===== config.mk =====
export PLATFORM = sky130hd
export DESIGN_NAME = seven_seg_scan_ctrl
export DESIGN_NICKNAME = d
export VERILOG_FILES = /design/src/rtl/seven_seg_pkg.sv /design/src/rtl/hex2seven_seg.sv /design/src/rtl/scan_prescaler.sv /design/src/rtl/seven_seg_scan_ctrl.sv
export SDC_FILE = /design/constraint.sdc
export NUM_CORES = 1
export LEC_CHECK = 0
export ABC_AREA = 0
export BUFFER_PORTS_ARGS = -buffer_cell sky130_fd_sc_hd__buf_2
export CAP_MARGIN = 25
export CORE_MARGIN = 4
export CORE_UTILIZATION = 55
export DETAILED_ROUTE_END_ITERATION = 6
export PLACE_DENSITY = 0.76
export SETUP_SLACK_MARGIN = 0.05
export SLEW_MARGIN = 0
export SYNTH_ARGS = -nofsm -noshare
export SYNTH_HDL_FRONTEND = slang
export SYNTH_SLANG_ARGS = --single-unit

===== constraint.sdc =====
create_clock -name clk -period 3.1 [get_ports clk]
set_input_delay 0.465 -clock clk [delete_from_list [all_inputs] [get_ports clk]]
set_output_delay 0.465 -clock clk [all_outputs]
set_load 0.1 [all_outputs]

===== src/rtl/seven_seg_pkg.sv =====
// Shared constants, the update-handshake state type and a width helper
// for the seven-segment scan controller and its helpers.
package seven_seg_pkg;

  // Active-low segment bus with every segment off.
  localparam logic [6:0] SEG_BLANK = 7'h7F;

  // Bit positions on the segment bus (bus order is gfedcba).
  localparam int SEG_A = 0;
  localparam int SEG_B = 1;
  localparam int SEG_C = 2;
  localparam int SEG_D = 3;
  localparam int SEG_E = 4;
  localparam int SEG_F = 5;
  localparam int SEG_G = 6;

  // Display-update handshake: idle (wr_ready=1) or holding a shadow word
  // that is waiting for the next frame boundary.
  typedef enum logic {
    UPD_IDLE    = 1'b0,
    UPD_PENDING = 1'b1
  } upd_state_e;

  // Ceiling log2, never below 1 so that every counter has at least one bit.
  function automatic int clog2_min1(input int value);
    int w;
    w = 1;
    while ((32'(1) << w) < value) w = w + 1;
    return w;
  endfunction

endpackage


===== src/rtl/hex2seven_seg.sv =====
// Hex nibble to active-low seven-segment decoder (gfedcba bus order).
// With ce_i low the output is dark.
module hex2seven_seg
  import seven_seg_pkg::*;
(
  input  logic       ce_i,
  input  logic [3:0] hex_i,
  output logic [6:0] seg_o
);

  // Pure lookup; a cleared segment bit lights that segment.
  always_comb begin
    seg_o = SEG_BLANK;
    if (ce_i) begin
      case (hex_i)
        4'h0: seg_o = 7'h40;
        4'h1: seg_o = 7'h79;
        4'h2: seg_o = 7'h24;
        4'h3: seg_o = 7'h30;
        4'h4: seg_o = 7'h19;
        4'h5: seg_o = 7'h12;
        4'h6: seg_o = 7'h02;
        4'h7: seg_o = 7'h78;
        4'h8: seg_o = 7'h00;
        4'h9: seg_o = 7'h10;
        4'hA: seg_o = 7'h08;
        4'hB: seg_o = 7'h03;
        4'hC: seg_o = 7'h46;
        4'hD: seg_o = 7'h21;
        4'hE: seg_o = 7'h06;
        default: seg_o = 7'h0E;
      endcase
    end
  end

endmodule


===== src/rtl/scan_prescaler.sv =====
// Slot prescaler for scanned peripherals: a cycle counter that wraps every
// PRESCALE cycles and a slot index that advances on each wrap.
// slot_tick_o marks the last cycle of a slot, frame_wrap_o the last cycle
// of the last slot (the cycle on which the slot index returns to 0).
module scan_prescaler #(
  parameter int PRESCALE = 4,
  parameter int SLOTS    = 4,
  parameter int CNT_W    = 2,
  parameter int SLOT_W   = 2
) (
  input  logic              clk_i,
  input  logic              rst_i,
  output logic [CNT_W-1:0]  cnt_o,
  output logic [SLOT_W-1:0] slot_o,
  output logic              slot_tick_o,
  output logic              frame_wrap_o
);

  logic [CNT_W-1:0]  cnt_q, cnt_d;
  logic [SLOT_W-1:0] slot_q, slot_d;
  logic              slot_tick;
  logic              frame_wrap;

  assign slot_tick  = (cnt_q == CNT_W'(PRESCALE - 1));
  assign frame_wrap = slot_tick && (slot_q == SLOT_W'(SLOTS - 1));

  // Next-state: count within the slot, step the slot index on wrap.
  always_comb begin
    cnt_d  = cnt_q + CNT_W'(1);
    slot_d = slot_q;
    if (slot_tick) begin
      cnt_d  = '0;
      slot_d = frame_wrap ? '0 : slot_q + SLOT_W'(1);
    end
  end

  // Counter registers.
  always_ff @(posedge clk_i) begin
    if (rst_i) begin
      cnt_q  <= '0;
      slot_q <= '0;
    end else begin
      cnt_q  <= cnt_d;
      slot_q <= slot_d;
    end
  end

  assign cnt_o        = cnt_q;
  assign slot_o       = slot_q;
  assign slot_tick_o  = slot_tick;
  assign frame_wrap_o = frame_wrap;

endmodule


===== src/rtl/seven_seg_scan_ctrl.sv =====
// Time-multiplexed scan controller for common-anode seven-segment digits on
// a shared segment bus. New display words are held in a shadow register
// and committed only at a frame boundary so a frame never mixes two words.
//
// Write handshake: a write is taken on any cycle where wr_en and wr_ready
// are both high; wr_ready then stays low until the cycle after the frame
// wrap that commits the word. wr_en while wr_ready is low is dropped.
module seven_seg_scan_ctrl
  import seven_seg_pkg::*;
#(
  parameter int DIGITS    = 4,
  parameter int PRESCALE  = 50000,
  parameter int BLANK     = 64,
  parameter int BLINK_DIV = 32
) (
  input  logic                clk,
  input  logic                rst,
  input  logic                wr_en,
  output logic                wr_ready,
  input  logic [4*DIGITS-1:0] wr_data,
  input  logic [DIGITS-1:0]   wr_ena,
  input  logic [DIGITS-1:0]   blink_mask,
  input  logic                lzb,
  output logic [6:0]          seg,
  output logic [DIGITS-1:0]   dig_n,
  output logic                frame_tick
);

  localparam int CNT_W  = clog2_min1(PRESCALE);
  localparam int SLOT_W = clog2_min1(DIGITS);
  localparam int FC_W   = clog2_min1(BLINK_DIV);

  logic [CNT_W-1:0]  cnt;
  logic [SLOT_W-1:0] slot;
  logic              slot_tick;
  logic              frame_wrap;
  logic              unused_slot_tick;

  upd_state_e          upd_state_q, upd_state_d;
  logic                load_shadow;
  logic                commit;
  logic [4*DIGITS-1:0] shadow_data_q;
  logic [DIGITS-1:0]   shadow_ena_q;
  logic [4*DIGITS-1:0] disp_q;
  logic [DIGITS-1:0]   ena_q;

  logic [FC_W-1:0]     fcnt_q;
  logic                blink_q;

  logic [DIGITS-1:0]   lz_blank;
  logic                zero_above;
  logic [3:0]          cur_nibble;
  logic [6:0]          dec_seg;
  logic                visible;
  logic                in_window;

  logic [6:0]          seg_q, seg_d;
  logic [DIGITS-1:0]   dig_n_q, dig_n_d;
  logic                frame_tick_q;

  scan_prescaler #(
    .PRESCALE (PRESCALE),
    .SLOTS    (DIGITS),
    .CNT_W    (CNT_W),
    .SLOT_W   (SLOT_W)
  ) u_prescaler (
    .clk_i        (clk),
    .rst_i        (rst),
    .cnt_o        (cnt),
    .slot_o       (slot),
    .slot_tick_o  (slot_tick),
    .frame_wrap_o (frame_wrap)
  );

  // Slot boundaries need no handling here; the frame wrap covers commits.
  assign unused_slot_tick = slot_tick;

  // Update FSM: accept into the shadow when idle, commit on the frame wrap.
  // A write landing on the wrap cycle itself waits for the following wrap.
  always_comb begin
    upd_state_d = upd_state_q;
    load_shadow = 1'b0;
    commit      = 1'b0;
    case (upd_state_q)
      UPD_IDLE: begin
        if (wr_en) begin
          load_shadow = 1'b1;
          upd_state_d = UPD_PENDING;
        end
      end
      UPD_PENDING: begin
        if (frame_wrap) begin
          commit      = 1'b1;
          upd_state_d = UPD_IDLE;
        end
      end
      default: upd_state_d = UPD_IDLE;
    endcase
  end

  // Update FSM state register.
  always_ff @(posedge clk) begin
    if (rst) upd_state_q <= UPD_IDLE;
    else     upd_state_q <= upd_state_d;
  end

  assign wr_ready = (upd_state_q == UPD_IDLE);

  // Shadow and live display registers.
  always_ff @(posedge clk) begin
    if (rst) begin
      shadow_data_q <= '0;
      shadow_ena_q  <= '0;
      disp_q        <= '0;
      ena_q         <= '0;
    end else begin
      if (load_shadow) begin
        shadow_data_q <= wr_data;
        shadow_ena_q  <= wr_ena;
      end
      if (commit) begin
        disp_q <= shadow_data_q;
        ena_q  <= shadow_ena_q;
      end
    end
  end

  // Blink timebase: flip the phase every BLINK_DIV frames.
  always_ff @(posedge clk) begin
    if (rst) begin
      fcnt_q  <= '0;
      blink_q <= 1'b0;
    end else if (frame_wrap) begin
      if (fcnt_q == FC_W'(BLINK_DIV - 1)) begin
        fcnt_q  <= '0;
        blink_q <= ~blink_q;
      end else begin
        fcnt_q <= fcnt_q + FC_W'(1);
      end
    end
  end

  // Leading-zero mask: digit i>0 is blanked when it and every digit above
  // it hold zero. Digit 0 always shows, so a zero word displays "0".
  always_comb begin
    lz_blank   = '0;
    zero_above = lzb;
    for (int i = DIGITS - 1; i >= 1; i--) begin
      zero_above  = zero_above & (disp_q[4*i +: 4] == 4'h0);
      lz_blank[i] = zero_above;
    end
  end

  // Anti-ghost window: anodes stay off for the first BLANK cycles of a slot.
  if (BLANK == 0) begin : g_no_blank
    assign in_window = 1'b1;
  end else begin : g_blank
    assign in_window = (cnt >= CNT_W'(BLANK));
  end

  assign cur_nibble = disp_q[{slot, 2'b00} +: 4];

  hex2seven_seg u_dec (
    .ce_i  (1'b1),
    .hex_i (cur_nibble),
    .seg_o (dec_seg)
  );

  // Output next-state: segments and anode for the digit in the current slot.
  always_comb begin
    visible = ena_q[slot] & ~(blink_q & blink_mask[slot]) & ~lz_blank[slot];
    seg_d   = SEG_BLANK;
    dig_n_d = '1;
    if (visible) begin
      seg_d = dec_seg;
      if (in_window) begin
        for (int i = 0; i < DIGITS; i++) begin
          dig_n_d[i] = (SLOT_W'(i) != slot);
        end
      end
    end
  end

  // Registered outputs so segments and anodes switch on the same edge.
  always_ff @(posedge clk) begin
    if (rst) begin
      seg_q        <= SEG_BLANK;
      dig_n_q      <= '1;
      frame_tick_q <= 1'b0;
    end else begin
      seg_q        <= seg_d;
      dig_n_q      <= dig_n_d;
      frame_tick_q <= frame_wrap;
    end
  end

  assign seg        = seg_q;
  assign dig_n      = dig_n_q;
  assign frame_tick = frame_tick_q;

endmodule

==> run metrics <==
hold_sp=wr_data[9]; initial antenna violation count=0; synth warn=0; Hold Buf Count CTS=0; Die W=88.5 µm; Async SR Flop Fraction=0; final hold violations=0; routed vias=3004; layout cells sized above 1=0.174; most numerous cell in the Yosys netlist=dfxtp_1; power density over the cells=474 nW/µm²; total iterations of the first detailed-routing run=4; GPL Wtd Cong=0.819; # setup viols final=0; fmax=0.411 GHz; Slew HR=0.440; clk buf depth=2; Crit. End Element=flip-flop; Vias/cell=5.86; Initial Utilization=0.565; area of the core=6310 µm²; # port buffers=40; 1st-iter DRT viols=242; Area Growth Syn to Fin=11.8%; Total Routing Usage GR=0.203; Final #Nets=473; total grt overflow=0; hold endpoint=shadow_data_q[9]; Mapped Cells=407; startpoint types=flip-flop; CTS tree=yes; Worst path max stage delay=0.73 ns; run status=completed; Yosys reg bits=77; Leakage=0.00139 µW; Synthesized Nets=449; skew final=0.00788 ns; Die Span Y=88.5 µm; Hold Crit Class=input pin to flip-flop; post-synth cell types=37; Routed WL=7530 µm; Post-CTS Repair Setup Buffers=0; critical path fanouts, max=36; clk sinks=77; CTS root buffer=clkbuf_8; CTS H-Tree Depth=3; die area=7840 µm²; n_diodes=0; Crit path top cell by count=or4_4; Post-synth EDFFs=0; Mapped Avg Cell Area=8.76 µm²; top cell type's share of synthesized area=0.432; I/O pin count=41; R2R depth=4; cell taking the most area after synthesis=dfxtp_1; CTS Buf Count=9; final worst-path cycle share=0.784; most frequent cells after synthesis=dfxtp_1 (77), a21oi_1 (54), nand2_1 (51); Max Cap Viol=0; Reg-to-Reg End=fcnt_q[2]; RSZ-0062 raised after global routing=no; Buf/Inv on CP=0; crit path time final=2.43 ns; largest net degree at the start of global routing=52; DRC Markers=0; Max VDD drop=0.399 mV; cts repair resizes=0; FP Rows=29; Max Transition Viols Final=0; Worst-Margin Slew=0.840 ns; CP Cell Sequence=or4_4 > or4_4 > or4_1 > a21oi_1; Final Power=1890 µW; Top delay family on crit path=simple AND/OR/NAND/NOR gates; Top FF cell, synth=dfxtp_1; antenna-violating nets left=0; clock-pin slew on the worst setup and hold paths=0.09 ns; hpwl dp=5050 µm; worst path required time=3.38 ns; top post-synthesis cells by area=dfxtp_1 (43%), a21oi_1 (7.6%), nand2_1 (5.4%); post-route setup TNS=0 ns; hold path depth=3; Skew-Pair Late Insertion Delay=0.36 ns; worst path arrival time=2.71 ns; wire length per cell=14.7 µm; Mapped Area=3570 µm²; vias in the first global route=2683; Seq/Total Area, Yosys=0.432; Worst R2R Start=u_prescaler.cnt_o[11]; first-pass GRT wire length=12700 µm; flop2flop setup slack=0.67 ns; Crit Path Class=flip-flop to flip-flop; CP max stage cell=or4_4
[placed cells by master, fill, tap and decap left out, types with 2 or more instances in the layout]
master,Yosys,layout
dfxtp_1,77,77
a21oi_1,54,54
nand2_1,51,51
buf_2,0,40
nand4_1,29,29
o31ai_1,24,24
nor2_1,18,18
nand3_1,14,14
ha_1,14,14
inv_1,10,10
nor2b_1,10,10
or4_1,9,9
clkbuf_8,0,9
mux4_2,7,7
o21ai_0,7,7
xnor2_1,7,7
o2111ai_1,5,5
xor2_1,5,5
buf_4,1,5
and3_1,4,4
nor3_1,5,4
nor4_1,3,3
mux2i_1,3,3
inv_6,0,3
or4_4,2,2
nand2b_1,2,2
o211ai_1,2,2
mux2_2,2,2
clkinv_4,0,2
[worst max-delay path by stage]
stage	startpoint	to	slack, ns	depth (start not counted)
floorplan	u_prescaler.cnt_o[11]	u_prescaler.cnt_o[10]	0.90	6
global placement	u_prescaler.cnt_o[11]	fcnt_q[2]	0.75	4
detailed placement	u_prescaler.cnt_o[11]	fcnt_q[3]	0.70	4
CTS	u_prescaler.cnt_o[11]	fcnt_q[2]	0.67	4
global route	u_prescaler.cnt_o[11]	fcnt_q[2]	0.57	4
finish	u_prescaler.cnt_o[11]	fcnt_q[2]	0.67	4
[cell type report]
cell class,count,area (µm²)
multi-input cells,287,1860
flip-flops and latches,77,1540
clock buffers,9,124
inverters,10,37.5
well taps,77,96.3
repair buffers,46,249
clock inverters,7,81.3
fillers,554,2330
[power by group]
group / total [µW] / internal (µW) / switching (µW) / leakage, µW
sequential: 1020 / 1010 / 13.7 / 0.000625
clock: 783 / 383 / 400 / 0.000101
combinational: 83.8 / 32.4 / 51.4 / 0.000667
total: 1890 / 1420 / 465 / 0.00139
[kinds of logic after synthesis]
group / share of synthesized area
compound gates: 0.161
xor+xnor: 0.0295
fa+ha+maj: 0.0491
buf+inv: 0.0484
flops: 0.432
mux: 0.0589
simple gates: 0.221
[state kept, by name, summed over array words and instances, names as in the netlist]
signal / cells
frame_tick: 1
fcnt_q: 5
disp_q: 16
blink_q: 1
u_prescaler.slot_o: 2
u_prescaler.cnt_o: 16
dig_n: 4
shadow_data_q: 16
seg: 7
ena_q: 4
shadow_ena_q: 4
upd_state_q: 1
[routing by layer]
| metal | vias to the layer above | global-route usage | share of wire |
|---|---|---|---|
| met3 | 10 | 0.0410 | 0.054 |
| met2 | 71 | 0.303 | 0.44 |
| li1 | 1526 | - | - |
| met4 | 0 | 0.0701 | 0.013 |
| met1 | 1397 | 0.293 | 0.50 |
| met5 | - | 0 | 0 |
[worst reg2reg max path, delay by kind of cell (launching register included)]
family,cells,cell delay [ns]
AOI/OAI and AO/OA,1,0.15
DFF,1,0.35
and+or+nand+nor,3,1.87
[stage by stage]
stage	hold WS, ns	utilization	instances	instance area (µm²)	setup slack [ns]
after floorplan	0.437	-	407	3570	0.902
after global placement	0.443	0.597	496	3770	0.749
after detailed placement	0.448	0.599	497	3780	0.704
after CTS	0.328	0.632	513	3990	0.674
after global routing	0.331	0.632	513	3990	0.568
final	0.333	0.632	513	3990	0.669
No activity file was read; power rests on OpenSTA's default activity.
